===== config.mk =====
export PLATFORM = sky130hd
export DESIGN_NAME = shift_seq_unit_flat
export DESIGN_NICKNAME = d
export VERILOG_FILES = /design/src/rtl/shift_seq_if.sv /design/src/rtl/shift_seq_unit.sv /design/src/flat_wrapper.sv
export SDC_FILE = /design/constraint.sdc
export NUM_CORES = 1
export LEC_CHECK = 0
export CORE_MARGIN = 4
export CORE_UTILIZATION = 54
export CTS_BUF_LIST = sky130_fd_sc_hd__clkbuf_8 sky130_fd_sc_hd__clkbuf_16
export CTS_CLUSTER_DIAMETER = 80
export DETAILED_ROUTE_END_ITERATION = 8
export GPL_ROUTABILITY_DRIVEN = 1
export MAX_ROUTING_LAYER = met4
export PLACE_DENSITY_LB_ADDON = 0.25
export SYNTH_ARGS = -nofsm -noshare
export SYNTH_HDL_FRONTEND = slang
export SYNTH_SLANG_ARGS = --single-unit

===== constraint.sdc =====
create_clock -name clk -period 5.2 [get_ports clk]
set_input_delay 0.52 -clock clk [delete_from_list [all_inputs] [get_ports clk]]
set_output_delay 0.52 -clock clk [all_outputs]
set_load 0.005 [all_outputs]

===== src/rtl/shift_seq_if.sv =====
// Start/done handshake and operand/result bus between the control unit and the
// multi-cycle shifter.
interface shift_seq_if #(
   parameter int WIDTH = 16
);
   logic             start;
   logic [WIDTH-1:0] op_x;
   logic [WIDTH-1:0] op_y;
   logic [2:0]       op_en;
   logic             busy;
   logic             done;
   logic             err;
   logic [WIDTH-1:0] op_out;

   modport master (
      output start, op_x, op_y, op_en,
      input  busy, done, err, op_out
   );

   modport slave (
      input  start, op_x, op_y, op_en,
      output busy, done, err, op_out
   );
endinterface


===== src/rtl/shift_seq_unit.sv =====
// Multi-cycle shifter: shifts a WIDTH-bit operand one position per clock
// (SLL/SRL/SRA) by an amount of 0..WIDTH-1 and hands back the result with a done pulse.
//
//   state | meaning
//   IDLE  | waiting for start; operands sampled here only
//   SHIFT | one bit per clock until cnt reaches zero
//   DONE  | one-cycle done/err pulse, op_out valid
module shift_seq_unit #(
   parameter int WIDTH   = 16,
   parameter int SHAMT_W = 4
) (
   input logic        clk,
   input logic        rst,
   shift_seq_if.slave bus
);

   typedef enum logic [1:0] {
      IDLE  = 2'd0,
      SHIFT = 2'd1,
      DONE  = 2'd2
   } state_t;

   localparam logic [1:0] MODE_SLL = 2'b01;
   localparam logic [1:0] MODE_SRL = 2'b10;
   localparam logic [1:0] MODE_SRA = 2'b11;

   state_t             state_q,  state_d;
   logic [WIDTH-1:0]   sr_q,     sr_d;
   logic [SHAMT_W-1:0] cnt_q,    cnt_d;
   logic [1:0]         mode_q,   mode_d;
   logic               err_q,    err_d;
   logic [WIDTH-1:0]   op_out_q, op_out_d;

   logic [WIDTH-1:0]   src_data;
   logic [SHAMT_W-1:0] src_amt;
   logic [WIDTH-1:0]   sr_shifted;

   always_comb begin
      src_data = bus.op_en[2] ? bus.op_y : bus.op_x;
      src_amt  = bus.op_en[2] ? bus.op_x[SHAMT_W-1:0] : bus.op_y[SHAMT_W-1:0];
   end

   always_comb begin
      sr_shifted = sr_q;
      case (mode_q)
         MODE_SLL: sr_shifted = {sr_q[WIDTH-2:0], 1'b0};
         MODE_SRL: sr_shifted = {1'b0, sr_q[WIDTH-1:1]};
         MODE_SRA: sr_shifted = {sr_q[WIDTH-1], sr_q[WIDTH-1:1]};
         default:  sr_shifted = sr_q;
      endcase
   end

   always_comb begin
      state_d  = state_q;
      sr_d     = sr_q;
      cnt_d    = cnt_q;
      mode_d   = mode_q;
      err_d    = err_q;
      op_out_d = op_out_q;
      case (state_q)
         IDLE: begin
            if (bus.start) begin
               mode_d = bus.op_en[1:0];
               err_d  = (bus.op_en[1:0] == 2'b00);
               cnt_d  = src_amt;
               sr_d   = src_data;
               if (bus.op_en[1:0] == 2'b00) begin
                  sr_d     = '0;
                  op_out_d = '0;
                  state_d  = DONE;
               end else if (src_amt == '0) begin
                  op_out_d = src_data;
                  state_d  = DONE;
               end else begin
                  state_d = SHIFT;
               end
            end
         end
         SHIFT: begin
            sr_d  = sr_shifted;
            cnt_d = cnt_q - SHAMT_W'(1);
            if (cnt_q == SHAMT_W'(1)) begin
               op_out_d = sr_shifted;
               state_d  = DONE;
            end
         end
         DONE: begin
            state_d = IDLE;
         end
         default: begin
            state_d = IDLE;
         end
      endcase
   end

   always_ff @(posedge clk) begin
      if (rst) begin
         state_q  <= IDLE;
         sr_q     <= '0;
         cnt_q    <= '0;
         mode_q   <= '0;
         err_q    <= 1'b0;
         op_out_q <= '0;
      end else begin
         state_q  <= state_d;
         sr_q     <= sr_d;
         cnt_q    <= cnt_d;
         mode_q   <= mode_d;
         err_q    <= err_d;
         op_out_q <= op_out_d;
      end
   end

   assign bus.busy   = (state_q != IDLE);
   assign bus.done   = (state_q == DONE);
   assign bus.err    = (state_q == DONE) && err_q;
   assign bus.op_out = op_out_q;

endmodule


===== src/flat_wrapper.sv =====
// flat-port wrapper written by rule: the top's interface ports become plain ports
module shift_seq_unit_flat 
#(
   parameter int WIDTH   = 16,
   parameter int SHAMT_W = 4
)
  (clk, rst, bus_start, bus_op_x, bus_op_y, bus_op_en, bus_busy, bus_done, bus_err, bus_op_out);
  shift_seq_if #(.WIDTH(WIDTH)) bus_i ();
  input logic clk;
  input logic rst;
  input wire logic [$bits(bus_i.start)-1:0] bus_start;
  input wire logic [$bits(bus_i.op_x)-1:0] bus_op_x;
  input wire logic [$bits(bus_i.op_y)-1:0] bus_op_y;
  input wire logic [$bits(bus_i.op_en)-1:0] bus_op_en;
  output wire logic [$bits(bus_i.busy)-1:0] bus_busy;
  output wire logic [$bits(bus_i.done)-1:0] bus_done;
  output wire logic [$bits(bus_i.err)-1:0] bus_err;
  output wire logic [$bits(bus_i.op_out)-1:0] bus_op_out;
  assign bus_i.start = bus_start;
  assign bus_i.op_x = bus_op_x;
  assign bus_i.op_y = bus_op_y;
  assign bus_i.op_en = bus_op_en;
  assign bus_busy = bus_i.busy;
  assign bus_done = bus_i.done;
  assign bus_err = bus_i.err;
  assign bus_op_out = bus_i.op_out;
  shift_seq_unit #(.WIDTH(WIDTH), .SHAMT_W(SHAMT_W)) u_core (.clk(clk), .rst(rst), .bus(bus_i));
endmodule

==> results.toml <==
[sta]
fin_crit_sh = 0.477
hold_viol = 0
whs_ps = 464
rsz0062_at_grt = "false"
layout_setup_ws_ps = 2720
clock.fmax_ghz = 0.403
finalClockSkew_ps = 6.39
slew_violations = 0
period_needed_ps = 2480
finalSetupViolCount = 0
worst_pin_slew_ps = 1170
timing.slew.headroom = 0.217
fin_tns_setup_ps = 0

[synthesis]
syn_area_um2 = 2370
synthDominantCellAreaShare = 0.346
yosys.area.top_type = "dfxtp_1"
synth_edf_count = 0
synthArstFlopShare = 0
syn_nets = 307
yosysSeqAreaShare = 0.346
synthTopCellsByArea = "dfxtp_1 (35%), mux2i_1 (14%), a211oi_1 (7.0%)"
yosys_register_bits = 41
syn-instance-count = 267
synth_flop_cell = "dfxtp_1"
ys.warnings.count = 0
ys_types = 37
syn_area_per_cell_um2 = 8.89

[worst_setup_path]
path_class = "in2reg"
cp_max_fo = 22
crit_arrival_ps = 2690
start_kind = "primary input"
critPathRequiredTime_ps = 5410
endpoint_kind = "flop"

[route]
num_vias = 2189
drtIter0Drc = 202
ant_nets = 0
wire_per_inst_um = 17.1
met1_length_um = 2740
route.final.wire_length_um = 6110
dr_wl_met2_um = 2940
dr_wl_met3_um = 366
drc = 0
highest_layer = "met4"
firstDrtPassIters = 5
viasPerCell = 6.11

[grt]
antenna_found_initial = 0
grt_pass1_wl_um = 10100
grt_pass1_vias = 2069
overflow = 0
grt_max_degree = 42
grt_usage = 0.245

[clock_network]
hold_buffers = 0
post-cts-setup-buffer-count = 0
cts.path.max_buffers = 2
ctsRootBufferMaster = "clkbuf_8"
cts_tree = "done"
htree_levels = 2
cts_inserted_buffers = 5
insertion_delay_ps = 300
post_cts_resized = 0
cts_sinks = 41
cts.clk_slew.worst_paths_ps = 80

[cells_and_area]
seqCellArea_um2 = 821
multiInputGateArea_um2 = 1400
nets = 347
layout.cells.non_filler = 358
fin_util = 0.728
layout-drive-gt1-share = 0.0942
stdcell_area_um2 = 3000
n_fill_cell = 324
syn_to_final_growth_pct = 26.3
diodes = 0

[die]
die_h_um = 74.3
design.core.area_um2 = 4120
rows = 23
initial_core_util = 0.577
die_area_um2 = 5520
fp.dieW_um = 74.3
io_pins = 57

[pwr]
combPwrFrac = 0.308
power.switching_uw = 303
share_seq_of_total_power = 0.415
peakVddDrop_mv = 0.230
p_per_area_nw_per_um2 = 323
leakage_nw = 1.06
p_int_uw = 664
finalPower_uw = 968
p_sw_frac = 0.313
clkPwrFrac = 0.278

[run_status]
outcome = "finished, final reports clean"

[place]
place_congestion = 0.824
placement.io_buffers = 56
place_inst = 350
dp_hpwl_um = 4270
dpl_worst_slack_ps = 2420
place_area_um2 = 2880

[worst_hold_path]
hold_class = "reg2reg"

[job]
maxCapViolCount = 0
==> cells by family (layout without fill, tap and decap cells) <==
logic type                 count (synthesis)  in the layout  share of synthesized area
adders and majority gates                  2              2                     0.0105
muxes                                     36             36                      0.153
buffers and inverters                     29             70                     0.0659
AOI/OAI and AO/OA                         94             94                      0.293
DFF                                       41             41                      0.346
and+or+nand+nor                           65             65                      0.132
==> synthesized netlist by cell type, drive strengths merged (2+ instances only) <==
cell type,count
nand2,26
mux2,2
nand2b,2
nor3b,2
mux2i,34
nor2,20
nor2b,3
dfxtp,41
a211oi,32
o21ai,17
or3b,2
inv,2
ha,2
buf,13
a21oi,8
nor4,3
o211ai,2
clkbuf,14
a2bb2oi,15
a31oi,17
==> final cells by class <==
cell class,count,area share
Multi-Input combinational cell,197,0.466
Tap cell,50,0.0209
Sequential cell,41,0.274
Clock inverter,2,0.0125
Inverter,2,0.00250
Clock buffer,6,0.0275
Timing Repair Buffer,60,0.197
==> critical path, stage by stage <==
cell,delay [ps]
clkdlybuf4s50_1,450
buf_4,320
or4b_1,790
and3_4,370
a211oi_1,230
==> registers in the layout, summed over array words and instances, names as in the netlist <==
signal,count
u_core.bus.op_out,16
u_core.cnt_q,4
u_core.err_q,1
u_core.mode_q,2
u_core.sr_q,16
u_core.state_q,2
==> cells in the final DEF (no fill, tap or decap), drive strengths merged, types with 2 or more instances in the layout <==
cell | netlist | final
a21oi | 8 | 8
ha | 2 | 2
or3b | 2 | 2
nand2b | 2 | 2
nor3b | 2 | 2
dfxtp | 41 | 41
o21ai | 17 | 17
nor2b | 3 | 3
a2bb2oi | 15 | 15
clkbuf | 14 | 6
mux2 | 2 | 2
mux2i | 34 | 34
a211oi | 32 | 32
nand2 | 26 | 26
a31oi | 17 | 17
clkdlybuf4s50 | 0 | 56
buf | 13 | 4
o211ai | 2 | 2
inv | 2 | 2
nor2 | 20 | 20
nor4 | 3 | 3
==> metal layers <==
layer	up-vias	GRT usage
met1	1035	0.331
met2	66	0.378
li1	1080	-
met4	0	0.0534
met5	-	-
met3	8	0.0527
==> power groups by stage <==
stage	clock network [mW]	logic [mW]	registers, mW
3_3_place_gp	0	0.288	0.406
3_5_place_dp	0	0.294	0.407
6_report	0.269	0.298	0.401
2_1_floorplan	0	0.209	0.390
5_1_grt	0.287	0.328	0.408
4_1_cts	0.270	0.297	0.401
==> path summary, 6_finish.rpt <==
check | start | endpoint | slack, ps | cells after the start
min | u_core.err_q | u_core.err_q | 460 | 2
max reg2reg | u_core.cnt_q[0] | u_core.bus.op_out[6] | 2900 | 5
min reg2reg | u_core.err_q | u_core.err_q | 460 | 2
max | bus_op_en[2] | u_core.bus.op_out[6] | 2720 | 5
Note: power is estimated with default switching activity, not from simulation.
